$ cat config.mk
export PLATFORM = sky130hd
export DESIGN_NAME = spi_mem_fsm
export DESIGN_NICKNAME = d
export VERILOG_FILES = /design/src/rtl/spi_mem_pkg.sv /design/src/rtl/spi_bit_counter.sv /design/src/rtl/spi_mem_fsm.sv
export SDC_FILE = /design/constraint.sdc
export NUM_CORES = 1
export LEC_CHECK = 0
export CAP_MARGIN = 20
export CORE_AREA = 2 2 46 48
export CTS_BUF_LIST = sky130_fd_sc_hd__clkbuf_16
export DETAILED_ROUTE_END_ITERATION = 8
export DIE_AREA = 0 0 48 50
export SKIP_LAST_GASP = 1
export SYNTH_ARGS = -nofsm -noshare
export SYNTH_HDL_FRONTEND = slang
export SYNTH_SLANG_ARGS = --single-unit
$ cat constraint.sdc
create_clock -name clk -period 2 [get_ports clk]
set_input_delay 0.4 -clock clk [delete_from_list [all_inputs] [get_ports clk]]
set_output_delay 0.4 -clock clk [all_outputs]
set_load 0.03 [all_outputs]
$ cat src/rtl/spi_mem_pkg.sv
// rtl/spi_mem_pkg.sv - shared state encoding, R/W polarity and sizing helper for the SPI memory FSM
package spi_mem_pkg;

  typedef enum logic [2:0] {
    IDLE         = 3'd0,
    GET_ADDR     = 3'd1,
    GOT_ADDR     = 3'd2,
    READ_LOAD    = 3'd3,
    READ_SHIFT   = 3'd4,
    WRITE_SHIFT  = 3'd5,
    WRITE_COMMIT = 3'd6,
    DONE         = 3'd7
  } spiState_t;

  localparam logic RW_READ  = 1'b1;
  localparam logic RW_WRITE = 1'b0;

  function automatic int maxInt(input int a, input int b);
    return (a > b) ? a : b;
  endfunction

endpackage

$ cat src/rtl/spi_bit_counter.sv
// rtl/spi_bit_counter.sv - SCLK edge counter with synchronous clear and terminal-edge compare
module spi_bit_counter #(
  parameter int WIDTH = 4
) (
  input  logic             clk,
  input  logic             reset,
  input  logic             clr,
  input  logic             en,
  input  logic [WIDTH-1:0] term,
  output logic             isLast
);

  logic [WIDTH-1:0] count;

  // Clear wins over enable so a state entry always starts counting from zero.
  always_ff @(posedge clk or posedge reset) begin
    if (reset) begin
      count <= '0;
    end else if (clr) begin
      count <= '0;
    end else if (en) begin
      count <= count + WIDTH'(1);
    end
  end

  // High when the next enabled edge is the term-th one, so the FSM leaves exactly on it.
  assign isLast = (count == term - WIDTH'(1));

endmodule

$ cat src/rtl/spi_mem_fsm.sv
// rtl/spi_mem_fsm.sv - SPI memory slave control FSM; optional burst mode via SPI_MEM_FSM_BURST_EN
import spi_mem_pkg::*;

module spi_mem_fsm #(
  parameter int ADDR_WIDTH = 7,
  parameter int DATA_WIDTH = 8
) (
  input  logic clk,
  input  logic reset,
  input  logic cs_n,
  input  logic sclk_rise,
  input  logic sclk_fall,
  input  logic rw_bit,
  output logic addr_latch_we,
  output logic shift_reg_we,
  output logic miso_enable,
  output logic data_mem_we,
  output logic addr_inc,
  output logic busy
);

  localparam int CNT_W = $clog2(maxInt(ADDR_WIDTH + 1, DATA_WIDTH) + 1);
  localparam logic [CNT_W-1:0] HDR_TERM  = CNT_W'(ADDR_WIDTH + 1);
  localparam logic [CNT_W-1:0] DATA_TERM = CNT_W'(DATA_WIDTH);

  spiState_t        state;
  spiState_t        nextState;
  logic             incPhase;
  logic             nextIncPhase;
  logic             cntClr;
  logic             cntEn;
  logic             cntLast;
  logic [CNT_W-1:0] cntTerm;

  spi_bit_counter #(
    .WIDTH (CNT_W)
  ) u_bitCnt (
    .clk    (clk),
    .reset  (reset),
    .clr    (cntClr),
    .en     (cntEn),
    .term   (cntTerm),
    .isLast (cntLast)
  );

  // State register plus the burst-read flag marking the address-increment cycle of READ_LOAD.
  always_ff @(posedge clk or posedge reset) begin
    if (reset) begin
      state    <= IDLE;
      incPhase <= 1'b0;
    end else begin
      state    <= nextState;
      incPhase <= nextIncPhase;
    end
  end

  // Next-state logic; cs_n high aborts from any state and each state watches only its own strobe.
  always_comb begin
    nextState    = state;
    nextIncPhase = 1'b0;
    cntEn        = 1'b0;
    cntTerm      = HDR_TERM;
    if (cs_n) begin
      nextState = IDLE;
    end else begin
      case (state)
        IDLE: nextState = GET_ADDR;
        GET_ADDR: begin
          cntEn   = sclk_rise;
          cntTerm = HDR_TERM;
          if (sclk_rise && cntLast) nextState = GOT_ADDR;
        end
        GOT_ADDR: nextState = (rw_bit == RW_READ) ? READ_LOAD : WRITE_SHIFT;
        READ_LOAD: nextState = incPhase ? READ_LOAD : READ_SHIFT;
        READ_SHIFT: begin
          cntEn   = sclk_fall;
          cntTerm = DATA_TERM;
          if (sclk_fall && cntLast) begin
`ifdef SPI_MEM_FSM_BURST_EN
            nextState    = READ_LOAD;
            nextIncPhase = 1'b1;
`else
            nextState    = DONE;
`endif
          end
        end
        WRITE_SHIFT: begin
          cntEn   = sclk_rise;
          cntTerm = DATA_TERM;
          if (sclk_rise && cntLast) nextState = WRITE_COMMIT;
        end
`ifdef SPI_MEM_FSM_BURST_EN
        WRITE_COMMIT: nextState = WRITE_SHIFT;
`else
        WRITE_COMMIT: nextState = DONE;
`endif
        DONE: nextState = DONE;
        default: nextState = IDLE;
      endcase
    end
  end

  // Any state change restarts the edge count, including aborts and burst re-entries.
  assign cntClr = (nextState != state);

  // Outputs decode the registered state only, so they change exactly one clk after the cause.
  assign addr_latch_we = (state == GOT_ADDR);
  assign shift_reg_we  = (state == READ_LOAD) && !incPhase;
  assign miso_enable   = (state == READ_SHIFT);
  assign data_mem_we   = (state == WRITE_COMMIT);
  assign busy          = (state != IDLE);
`ifdef SPI_MEM_FSM_BURST_EN
  assign addr_inc      = ((state == READ_LOAD) && incPhase) || (state == WRITE_COMMIT);
`else
  assign addr_inc      = 1'b0;
`endif

endmodule

==> out/metrics.cfg <==
[logic_synthesis]
netlist_top_cells_area = dfrtp_1 (32%), nor3_1 (5.4%), a2111oi_4 (5.0%), xnor2_1 (4.8%), a211oi_2 (4.5%)
syn_nets = 66
synth_top_area_frac = 0.317
avgSynthCellArea_um2 = 9.37
async_flop_share = 1.00
syn_inst = 59
synth_cell_types = 30
ys_ff_latch = 7
synth_edf_count = 0
yosysWarnings = 0
synth_area_um2 = 553
synth.yosys.seq_area_share = 0.317
yosys-top-cells-count = dfrtp_1 (7), nor3_1 (6), nor2_1 (5), inv_1 (4)
synth_top_area_cell = dfrtp_1
synth.most_common_cell = dfrtp_1
ys.flop_type = dfrtp_1

[clocking]
cts_htree_levels = 1
clkSinkCount = 7
cts_root_buf = clkbuf_16
postCtsHoldBufs = 0
clockBufferDepth = 2
cts_tree = yes
clkSlewWorstSetupHoldPaths_ps = 30
clkLatencyLatePin_ps = 230
cts_made_buffers = 3

[timing]
hold-worst-slack_ps = 403
clock_skew_ps = 1.19
min_period_ps = 1880
final-hold-violation-count = 0
setup_viol_count_final = 0
tns_ps = 0
post-route-period-util = 0.938
timing.fmax_mhz = 533
rsz0062_at_grt = false
drv_slew = 0

[route]
viasPerCell = 4.55
drtPass1Iterations = 3
wire_per_inst_um = 11.0
drc = 0
drt_first_iter_violations = 2
postRouteAntennaNets = 0
vias = 464
wl_um = 1120

[layout]
n_antenna_cell = 0
drive_above_1_share = 0.253
final_area_um2 = 776
final_util = 0.408
nets = 83
area_delta_synth_final_pct = 40.3

[die]
coreArea_um2 = 1900
fp.dieH_um = 50
die_x_um = 48
pin_count = 12
start_util = 0.291
dieArea_um2 = 2400
fp-row-count = 16

[critical_path]
cp-start-kind = flip-flop
critPathMaxFanout = 5
end_kind = output pin
worstSetupPathType = reg2out
critPathRequiredTime_ps = 1600
arrival_ps = 1480

[place]
routabilityCongestion = 0.799
hpwl_um = 896
numPortBuffers = 10
dpl_cell_area_um2 = 703

[power]
power_frac_seq = 0.283
p_switching_uw = 94.0
leakage_nw = 0.348
powerDensity_nw_per_um2 = 674
peakVddDrop_uv = 555
internal_power_uw = 429
finalPower_uw = 523
p_clk_frac = 0.622
switching_share = 0.180
pwr-share-comb = 0.095

[grt]
grt_pass1_wl_um = 1930
grt_overflow_total = 0
grt_pass1_vias = 466
grt_max_degree = 8
grt_usage = 0.116
antenna_found_initial = 0

[run_status]
status = finished clean

[job]
maxCapViolations = 0

[worst_hold_path]
worstHoldPathType = in2async

==> final cells by class <==
cell class,count,area [um^2]
inverter,4,15.0
tap,27,33.8
clock inverter,1,3.75
timing repair buffer,16,139
clock buffer,3,75.1
sequential,7,175
fill,201,1130
multi-input combinational,44,334
==> logic make-up (layout without fill, tap and decap cells) <==
kind of cell | count (synthesis) | after routing | synth area share
AO/OA/AOI/OAI | 14 | 14 | 0.249
XOR/XNOR | 3 | 3 | 0.0475
adder cells (fa/ha/maj) | 1 | 1 | 0.0226
buffers and inverters | 8 | 24 | 0.0792
flip-flops | 7 | 7 | 0.317
multiplexers | 1 | 1 | 0.0181
other | 1 | 1 | 0.00678
AND/OR/NAND/NOR | 24 | 24 | 0.260
==> cell usage in the layout (no fill, tap or decap) <==
cell and instances:
a211oi_2 2, a21oi_1 2, mux2i_1 1, nand3b_4 1
conb_1 1, dlygate4sd2_1 5, o21ba_2 1, inv_1 5
nor3_1 6, clkbuf_16 3, dfrtp_1 7, and3b_1 1
a21oi_2 1, ha_1 1, o21bai_1 2, or3_2 1
o21ai_0 2, nor2_1 5, a221oi_1 1, a2111oi_4 1
xnor2_1 3, nor2b_1 1, nand3_1 1, a311o_2 1
clkdlybuf4s50_1 5, o32a_2 1, or2_4 1, nand2_1 3
buf_4 6, nand4b_1 1, nand2b_1 3
==> registers in the layout, summed over array words and instances, names as in the netlist <==
name	flops
u_bitCnt.count	4
state	3
==> per-stage QoR <==
stage | instances | worst slack, ps
after floorplan | 59 | 377
after CTS | 102 | 113
after global routing | 102 | 77.6
after detailed placement | 98 | 91.4
final | 102 | 124
after global placement | 98 | 102
==> path summary, 6_finish.rpt <==
check | startpoint | to | slack, ps | cells after the start
max in group asynchronous | reset | u_bitCnt.count[1]$_DFFE_PP0P_ | 1400 | 2
max | state[1]$_DFF_PP0_ | busy | 120 | 2
max reg2reg | u_bitCnt.count[0]$_DFFE_PP0P_ | u_bitCnt.count[3]$_DFFE_PP0P_ | 430 | 6
min reg2reg | u_bitCnt.count[0]$_DFFE_PP0P_ | u_bitCnt.count[0]$_DFFE_PP0P_ | 610 | 2
min in group clk | u_bitCnt.count[0]$_DFFE_PP0P_ | u_bitCnt.count[0]$_DFFE_PP0P_ | 610 | 2
min | reset | state[0]$_DFF_PP0_ | 400 | 2
==> layer usage <==
metal | GRT usage | part of all wire | vias up
met5 | 0 | 0 | -
met4 | 0.0676 | 0.017 | 0
met3 | 0.0330 | 0.033 | 2
met2 | 0.169 | 0.47 | 10
met1 | 0.147 | 0.48 | 212
li1 | - | - | 240
==> power groups by stage <==
| stage | clock network (mW) | logic [mW] | registers, mW |
|---|---|---|---|
| 2_1_floorplan | 0 | 0.0309 | 0.148 |
| 3_3_place_gp | 0 | 0.0504 | 0.149 |
| 3_5_place_dp | 0 | 0.0505 | 0.150 |
| 4_1_cts | 0.332 | 0.0504 | 0.148 |
| 5_1_grt | 0.344 | 0.0556 | 0.148 |
| 6_report | 0.325 | 0.0497 | 0.148 |
==> worst max-delay path, stage by stage, from the launching register on <==
cell	delay (ps)
dfrtp_1	410
or3_2	480
dlygate4sd2_1	370
==> what timing repair did <==
action                                 4_1_cts  5_1_grt
endpoints found under the hold margin        0        0
setup endpoints to repair                    5        0
setup buffers                                0        0
gates resized for setup                      5        0
Note: power is estimated with default switching activity, not from simulation.
